[config.mk]
export PLATFORM = sky130hd
export DESIGN_NAME = fetch_unit
export DESIGN_NICKNAME = d
export VERILOG_FILES = /design/src/rtl/proc_pkg.sv /design/src/rtl/fetch_unit.sv
export SDC_FILE = /design/constraint.sdc
export NUM_CORES = 1
export LEC_CHECK = 0
export CAP_MARGIN = 20
export CORE_UTILIZATION = 40
export DETAILED_ROUTE_END_ITERATION = 8
export GPL_TIMING_DRIVEN = 0
export PLACE_DENSITY = 0.81
export SKIP_LAST_GASP = 1
export SLEW_MARGIN = 20
export SYNTH_ARGS = -nofsm -noshare
export SYNTH_HDL_FRONTEND = slang
export SYNTH_SLANG_ARGS = --single-unit
[constraint.sdc]
create_clock -name clk -period 2 [get_ports clk]
set_clock_uncertainty 0.05 [all_clocks]
set_input_delay 0.4 -clock clk [delete_from_list [all_inputs] [get_ports clk]]
set_output_delay 0.4 -clock clk [all_outputs]
set_load 0.01 [all_outputs]
[src/rtl/proc_pkg.sv]
// Shared types and constants for the processor front end.
package proc_pkg;

  localparam int unsigned PC_LEN    = 32;
  localparam int unsigned INSTR_LEN = 32;

  localparam logic [PC_LEN-1:0]    RESET_VECTOR = 32'h0000_0000;
  localparam logic [INSTR_LEN-1:0] NOP          = 32'h0000_0013;

  typedef enum logic [1:0] {
    StReq,
    StWait,
    StHold
  } fetch_state_t;

endpackage

[src/rtl/fetch_unit.sv]
// Fetch PC register and single-outstanding instruction fetch stage with redirect squash.
module fetch_unit
  import proc_pkg::*;
#(
  parameter int unsigned       pc_len       = PC_LEN,
  parameter int unsigned       instr_len    = INSTR_LEN,
  parameter logic [pc_len-1:0] reset_vector = pc_len'(RESET_VECTOR)
) (
  input  logic                 clk,
  input  logic                 rst_n,
  output logic [pc_len-1:0]    pc_cur,
  input  logic [pc_len-1:0]    pc_plus4,
  input  logic                 redirect_valid,
  input  logic [pc_len-1:0]    redirect_target,
  output logic                 imem_req_valid,
  input  logic                 imem_req_ready,
  output logic [pc_len-1:0]    imem_req_addr,
  input  logic                 imem_rsp_valid,
  input  logic [instr_len-1:0] imem_rsp_data,
  output logic                 if_valid,
  input  logic                 if_ready,
  output logic [instr_len-1:0] if_instr,
  output logic [pc_len-1:0]    if_pc
);

  fetch_state_t         state_q;
  logic [pc_len-1:0]    pc_q;
  logic                 drop_q;
  logic [instr_len-1:0] if_instr_q;
  logic [pc_len-1:0]    if_pc_q;
  logic [pc_len-1:0]    target;

  assign target = redirect_target & ~pc_len'(3);

  always_ff @(posedge clk or negedge rst_n) begin
    if (!rst_n) begin
      state_q    <= StReq;
      pc_q       <= reset_vector;
      drop_q     <= 1'b0;
      if_instr_q <= '0;
      if_pc_q    <= '0;
    end else begin
      unique case (state_q)
        StReq: begin
          if (redirect_valid) begin
            pc_q <= target;
            // Request already accepted with the old PC: its response must be discarded.
            if (imem_req_ready) begin
              drop_q  <= 1'b1;
              state_q <= StWait;
            end
          end else if (imem_req_ready) begin
            state_q <= StWait;
          end
        end
        StWait: begin
          if (redirect_valid) begin
            pc_q <= target;
            if (imem_rsp_valid) begin
              drop_q  <= 1'b0;
              state_q <= StReq;
            end else begin
              drop_q <= 1'b1;
            end
          end else if (imem_rsp_valid) begin
            if (drop_q) begin
              drop_q  <= 1'b0;
              state_q <= StReq;
            end else begin
              if_instr_q <= imem_rsp_data;
              if_pc_q    <= pc_q;
              pc_q       <= pc_plus4;
              state_q    <= StHold;
            end
          end
        end
        StHold: begin
          if (redirect_valid) begin
            pc_q    <= target;
            state_q <= StReq;
          end else if (if_ready) begin
            state_q <= StReq;
          end
        end
        default: state_q <= StReq;
      endcase
    end
  end

  assign pc_cur         = pc_q;
  assign imem_req_addr  = pc_q;
  assign imem_req_valid = (state_q == StReq);
  assign if_valid       = (state_q == StHold);
  assign if_instr       = if_instr_q;
  assign if_pc          = if_pc_q;

endmodule
# Yosys cells after proc, flatten, opt, wreduce, memory -nomap -nowiden

Cells that the tools add are included.

Add/subtract/negate cells: 0
$mul: 0
Div/mod/pow operators: 0
Order comparisons: 0
Equality and inequality tests: 9
Shifts and indexed selects: 0
Mux-type cells: 19
Bitwise logic cells: 2
Reductions and logical operators: 8

Operator list:

| operator           | count |
|---|---|
| $mux 32            | 4 |
| $pmux 32 s2        | 1 |
| $mux 2             | 7 |
| $reduce_and 4->1   | 3 |
| $ne 3x3->1 const B | 2 |
| $pmux 2 s3         | 1 |
| $mux 1             | 5 |
| $ne 2x1->1 const B | 2 |
| $ne 2x2->1 const B | 2 |
| $reduce_bool 2->1  | 2 |
| $ne 3x2->1 const B | 1 |
| $reduce_and 3->1   | 1 |
| $eq 2x1->1 const B | 1 |
| $eq 2x2->1 const B | 1 |
| $logic_not 2->1    | 1 |
| $not 1->1          | 2 |
| $pmux 1 s2         | 1 |
| $reduce_or 2->1    | 1 |

Flip-flop bits (word level): 99
Bits in latches: 0
RAM bits: 0
Bits in read-only memories: 0
Output and inout port bits: 130
Logic and storage cells: 43
Memories: 0

# Logic depth before layout (Yosys ltp)

Gate-level depths: netlist of run 1.

Depth after elaboration: 4
Mapped depth: 5

# Worst setup path before layout of run 1

No wires, ideal clock.

Kind: reg-to-reg
From: reg state_q[1]
To: reg if_instr_q[0] (netlist: if_instr[0])
Arrival: 1.577 ns
Data required time: 1.825 ns
Setup slack: 0.248 ns
Stages on the path, launching flop included: 5
Path buffers: 2
Clock period less this slack: 1.752 ns
Cell sequence: dfrtp_1 or4_1 buf_4 buf_6 mux2_4

Longest elaborated chain between the ends: 2

Ends and longest elaborated chain:

| element                    | RTL line         | RTL |
|---|---|---|
| start: declaration         | fetch_unit.sv:26 | `fetch_state_t state_q;` |
| start signal: assignment   | fetch_unit.sv:37 | `state_q <= StReq;` |
| start signal: assignment   | fetch_unit.sv:50 | `state_q <= StWait;` |
| start signal: assignment   | fetch_unit.sv:53 | `state_q <= StWait;` |
| $eq 2x1->1                 | fetch_unit.sv:43 | `unique case (state_q)` |
| $reduce_and 4->1 (no line) | --               |  |
| end signal: assignment     | fetch_unit.sv:70 | `if_instr_q <= imem_rsp_data;` |
| end: declaration           | fetch_unit.sv:29 | `logic [instr_len-1:0] if_instr_q;` |

No other way between the ends.
A chain may end at the register's enable or synchronous reset.

# Worst setup path after layout of run 1

From: in redirect_valid
To: reg if_pc_q[7] (netlist: if_pc[7])

Longest elaborated chain between the ends: 2

Ends and longest elaborated chain:

| element                    | RTL line         | RTL |
|---|---|---|
| start: declaration         | fetch_unit.sv:13 | `input logic redirect_valid,` |
| $not 1->1 (no line)        | --               |  |
| $reduce_and 4->1 (no line) | --               |  |
| end signal: assignment     | fetch_unit.sv:71 | `if_pc_q <= pc_q;` |
| end: declaration           | fetch_unit.sv:30 | `logic [pc_len-1:0] if_pc_q;` |

No other way between the ends.

==> metrics.yaml, run 1 <==
num_vias: 3156
reg2reg_from: "state_q[1]"
dp_hpwl_um: 8430
yosysWarnings: 0
design.portCount: 232
arrival_ns: 2.15
min_from: "if_pc[9]"
clkLatencyLatePin_ns: 0.33
synth_nets: 392
layout_commonest_cell: "clkdlybuf4s50_1"
critical-path-max-stage-delay_ns: 0.59
track_usage_pct: 19.4
mostFrequentLayoutCells: "clkdlybuf4s50_1 (226), dfrtp_1 (99), mux2_2 (75), mux2_4 (49), buf_4 (36)"
grt_max_degree: 53
rsz0062_at_grt: "yes"
drc: 0
coreArea_mm2: 0.0109
fin_crit_sh_pct: 99.6
r2r-end: "if_pc[7]"
maxCapViolations: 0
cellPowerDensity_mw_per_mm2: 1280
clockBufferDepth: 2
crit_start: "redirect_valid"
worstSetupEndpointType: "register"
crit_top_cell: "buf_6"
path_max_fanout: 10
yosys.area.top_type: "dfrtp_1"
drt_wl_total_um: 11200
status: "complete, no violations"
relSlewSlack_pct: 69.7
grt_overflow_total: 0
cts_made_buffers: 9
final_antenna_net_count: 0
cp_slowest_cell: "or4_1"
dp_cells: 660
synth_top_cell_area_share_pct: 54.7
io_buffers: 229
r2r_cells: 4
place_congestion: 0.715
fp.dieArea_mm2: 0.0118
clkTransAtPathRegs_ns: 0.06
grt_pass1_wl_um: 17200
first_global_vias: 3321
max_slew.worst_pin.slew_ns: 0.454
r2r_slack_ns: 0.10
rows: 38
antenna_found_initial: 0
p_leak_uw: 0.00331
synth_cell_types: 19
cts_max_level: 3
synth_area_leaders: "dfrtp_1 (55%), mux2_2 (19%), mux2_4 (16%), buf_4 (5.5%), buf_6 (1.2%)"
peakVddDrop_mv: 0.640
fp.dieH_um: 108
hold_path.class: "reg2reg"
final_hold_viol_count: 0
start_util_pct: 41.4
max_freq_mhz: 502
cts.sinks: 99
vias_per_cell: 4.65
startpoint_type: "input pin"
required_ns: 2.16
final_nets: 635
antenna_cells: 0
total_power_uw: 9420
syn_inst: 290
path_cells: "clkdlybuf4s50_1, or4_1, buf_6, buf_6, mux2_4"
root_buffer: "clkbuf_16"
wl_per_cell_um: 16.5
avgSynthCellArea_um2: 15.6
cts_tree: "yes"
ys_ff_latch: 99
final_max_slew_viol_count: 0
syn2layout_area_growth_pct: 62.1
final_util_pct: 67.2
cp-endpoint: "if_pc[7]"
dr.pass1.iters: 4
fin_crit_ns: 1.99
die_w_um: 108
path_class: "in2reg"
layout-drive-gt1-share_pct: 34.6
ys_seq_area_share_pct: 54.7
drt_iter0_drc: 63
setup_viol: 0
synth_area_mm2: 0.00453
fin_cells: 678
==> synthesized netlist by cell type <==
| library cell | number |
|---|---|
| clkbuf_1 | 3 |
| mux2_4 | 49 |
| dfrtp_1 | 99 |
| nor2_1 | 4 |
| mux2i_1 | 1 |
| buf_4 | 33 |
| o41ai_1 | 1 |
| and3_1 | 2 |
| mux2_1 | 2 |
| o211ai_1 | 1 |
| nand2_1 | 1 |
| a21oi_1 | 2 |
| a221oi_2 | 1 |
| buf_2 | 5 |
| nand2b_1 | 1 |
| mux2_2 | 75 |
| buf_6 | 5 |
| or4_1 | 1 |
| inv_1 | 4 |
==> area by class of cell <==
class / count / area, um^2
Buffer: 46 / 355
Clock buffer: 15 / 268
Clock inverter: 1 / 7.51
Fill cell: 798 / 3590
Inverter: 4 / 15.0
Multi-Input combinational cell: 141 / 1710
Sequential cell: 99 / 2480
Tap cell: 140 / 175
Timing Repair Buffer: 232 / 2340
==> flip-flops by register name, summed over array words and instances (netlist names) <==
register and count:
if_instr 32, if_pc 32, imem_req_addr 32, state_q 2, drop_q 1
==> worst min path at each step <==
| stage | end | depth (start not counted) | slack, ns |
|---|---|---|---|
| floorplan | drop_q | 0 | 0.05 |
| global placement | if_pc[25] | 1 | 0.44 |
| detailed placement | if_instr[29] | 1 | 0.31 |
| CTS | if_pc[28] | 1 | 0.46 |
| global route | if_pc[9] | 1 | 0.46 |
| finish | if_pc[9] | 1 | 0.46 |
==> per-stage QoR <==
step	setup slack [ns]	area, um^2	setup TNS (ns)	hold WS [ns]
after floorplan	0.248	4530	0	0.0544
after global placement	-3.10	7000	-340.49	0.438
after detailed placement	-0.572	7030	-36.39	0.314
after CTS	0.00418	7330	0	0.457
after global routing	-0.00600	7340	-0.0113	0.464
final	0.00706	7340	0	0.457
==> layer usage <==
metal	part of all wire (%)	global-route usage [%]
met3	7.4	4.76
met1	39	22.4
met2	52	34.3
met4	1.8	7.92
met5	0	0
==> repair_timing <==
| item | CTS | global route |
|---|---|---|
| hold buffers | 1 | 0 |
| pin swaps | 0 | 0 |
| resized for setup | 8 | 4 |
| cloned | 0 | 0 |
| buffers inserted | 0 | 1 |
| endpoints found under the hold margin | 47 | 0 |
| setup endpoints to repair | 32 | 58 |
==> kinds of logic after synthesis <==
family          share of synthesized area [%]
compound gates                          0.911
buf+inv                                  7.84
flops                                    54.7
mux                                      35.6
simple gates                            0.994
==> critical path, delay by kind of cell <==
kind,cells,cell delay [ns]
buffers and inverters,3,0.85
AND/OR/NAND/NOR,1,0.59
multiplexers,1,0.31
==> where the power goes <==
part	switching, uW	internal, uW	total, uW
logic	1400	3020	4430
clock network	677	914	1590
registers	571	2830	3400
No activity file was read; power rests on OpenSTA's default activity.
==> run 2: changes to the inputs <==
ABC_AREA = 1   (was not set)
CORE_UTILIZATION = 41   (was 40)
==> metrics.yaml, run 2 <==
design.portCount: 232
synth_ff_type: "dfrtp_1"
max_freq_mhz: 528
ys_seq_area_share_pct: 52.5
rows: 38
relSlewSlack_pct: 70.7
synth_area_mm2: 0.00472
track_usage_pct: 22.4
post_cts_buffers: 0
setup_tns_ns: 0
syn2layout_area_growth_pct: 60.0
die_w_um: 109
grt_max_degree: 59
synth_nets: 681
final_hold_viol_count: 0
synth.most_common_cell: "nand2_1"
arrival_ns: 1.44
hold_path.class: "reg2reg"
fp.dieArea_mm2: 0.0120
final_antenna_net_count: 0
final_nets: 923
dp_slack_ns: 0.0714
cts_max_level: 3
final_max_slew_viol_count: 0
place_congestion: 0.799
max_slew.worst_pin.slew_ns: 0.440
dr.pass1.iters: 5
grt_pass1_wl_um: 20500
required_ns: 1.55
cellPowerDensity_mw_per_mm2: 1470
antenna_found_initial: 0
total_power_uw: 11100
rsz0062_at_grt: "no"
first_global_vias: 4269
clkTransAtPathRegs_ns: 0.06
drc: 0
yosysWarnings: 0
fin_crit_sh_pct: 94.7
worstSetupEndpointType: "output pin"
vias_per_cell: 4.73
syn_inst: 579
n_fill_cell: 902
final_util_pct: 68.5
synth_edf_count: 0
path_class: "reg2out"
avgSynthCellArea_um2: 8.16
synth_top_cell_area_share_pct: 52.5
layout-drive-gt1-share_pct: 10.7
start_util_pct: 42.8
holdWs_ns: 0.439
antenna_cells: 0
cts_tree: "yes"
peakVddDrop_mv: 0.755
path_max_fanout: 10
mostFrequentLayoutCells: "clkdlybuf4s50_1 (226), nand2_1 (199), dfrtp_1 (99), inv_1 (70), nand3_1 (64)"
synthArstFlopShare_pct: 100
synth_cell_types: 17
startpoint_type: "register"
yosys.area.top_type: "dfrtp_1"
cts.sinks: 99
layout_commonest_cell: "clkdlybuf4s50_1"
dp_hpwl_um: 10300
coreArea_mm2: 0.0110
clockBufferDepth: 2
drt_wl_total_um: 13400
fp.dieH_um: 109
status: "complete, no violations"
cts_made_buffers: 9
drt_iter0_drc: 225
fin_crit_ns: 1.89
maxCapViolations: 0
grt_overflow_total: 0
clkLatencyLatePin_ns: 0.34
synth_area_leaders: "dfrtp_1 (52%), nand2_1 (16%), buf_4 (7.2%), nand3_1 (6.8%), o21ai_1 (5.8%)"
num_vias: 4573
io_buffers: 229
setup_viol: 0
wl_per_cell_um: 13.9
p_leak_uw: 0.00378
synth_common_cells: "nand2_1 (199), dfrtp_1 (99), inv_1 (70), nand3_1 (64), o21ai_1 (55)"
root_buffer: "clkbuf_16"
setup_ws_ns: 0.105
ys_ff_latch: 99
==> run 2: cell families (layout without fill, tap and decap cells) <==
| family | after synthesis | count (layout) | share of synthesized area (%) |
|---|---|---|---|
| buffers and inverters | 137 | 384 | 16.2 |
| and+or+nand+nor | 277 | 277 | 24.2 |
| AOI/OAI and AO/OA | 66 | 66 | 7.23 |
| DFF | 99 | 99 | 52.5 |
==> run 2: layout make-up <==
| class | count | area (um^2) | area share, % |
|---|---|---|---|
| Buffer | 65 | 493 | 6.52 |
| Sequential cell | 99 | 2480 | 32.8 |
| Clock buffer | 12 | 256 | 3.39 |
| Multi-Input combinational cell | 343 | 1490 | 19.6 |
| Tap cell | 140 | 175 | 2.32 |
| Clock inverter | 4 | 72.6 | 0.960 |
| Inverter | 72 | 270 | 3.58 |
| Timing Repair Buffer | 231 | 2330 | 30.8 |
==> run 2: metal layers <==
metal  part of all wire [%]  track usage, %  vias up
met1                     40            26.7     2121
li1                       -               -     2244
met5                      0               0        -
met3                    6.9            3.85       23
met4                    1.7            8.29        0
met2                     51            40.5      185
==> run 2: final timing paths <==
kind | startpoint | depth (start not counted) | endpoint | slack (ns)
max | state_q[0] | 4 | if_valid | 0.11
min | if_pc[3] | 2 | if_pc[3] | 0.44
max reg2reg | state_q[1] | 6 | imem_req_addr[5] | 0.57
min reg2reg | if_pc[3] | 2 | if_pc[3] | 0.44
max in group asynchronous | rst_n | 3 | if_pc[20] | 0.79
min in group asynchronous | rst_n | 2 | if_instr[4] | 0.50
==> run 2: repair_timing <==
| action | 4_1_cts | 5_1_grt |
|---|---|---|
| gates resized for setup | 3 | 0 |
| hold buffers | 1 | 0 |
| hold endpoints to repair | 41 | 0 |
| endpoints found under the setup margin | 2 | 0 |
==> run 2: through the flow <==
step / cells / instance area, um^2
floorplan: 579 / 4720
global placement: 948 / 7190
detailed placement: 949 / 7220
CTS: 966 / 7560
global route: 966 / 7560
finish: 966 / 7560
==> run 2: report_power, final <==
| group | internal (uW) | switching [uW] | total, uW |
|---|---|---|---|
| clock | 1160 | 712 | 1870 |
| combinational | 3230 | 2380 | 5610 |
| sequential | 2930 | 729 | 3660 |
| total | 7320 | 3820 | 11100 |
==> run 2: critical path, cell delays in order (launching register included) <==
cell	delay, ns
dfrtp_1	0.37
buf_4	0.17
buf_2	0.18
nor2_1	0.11
dlygate4sd2_1	0.27
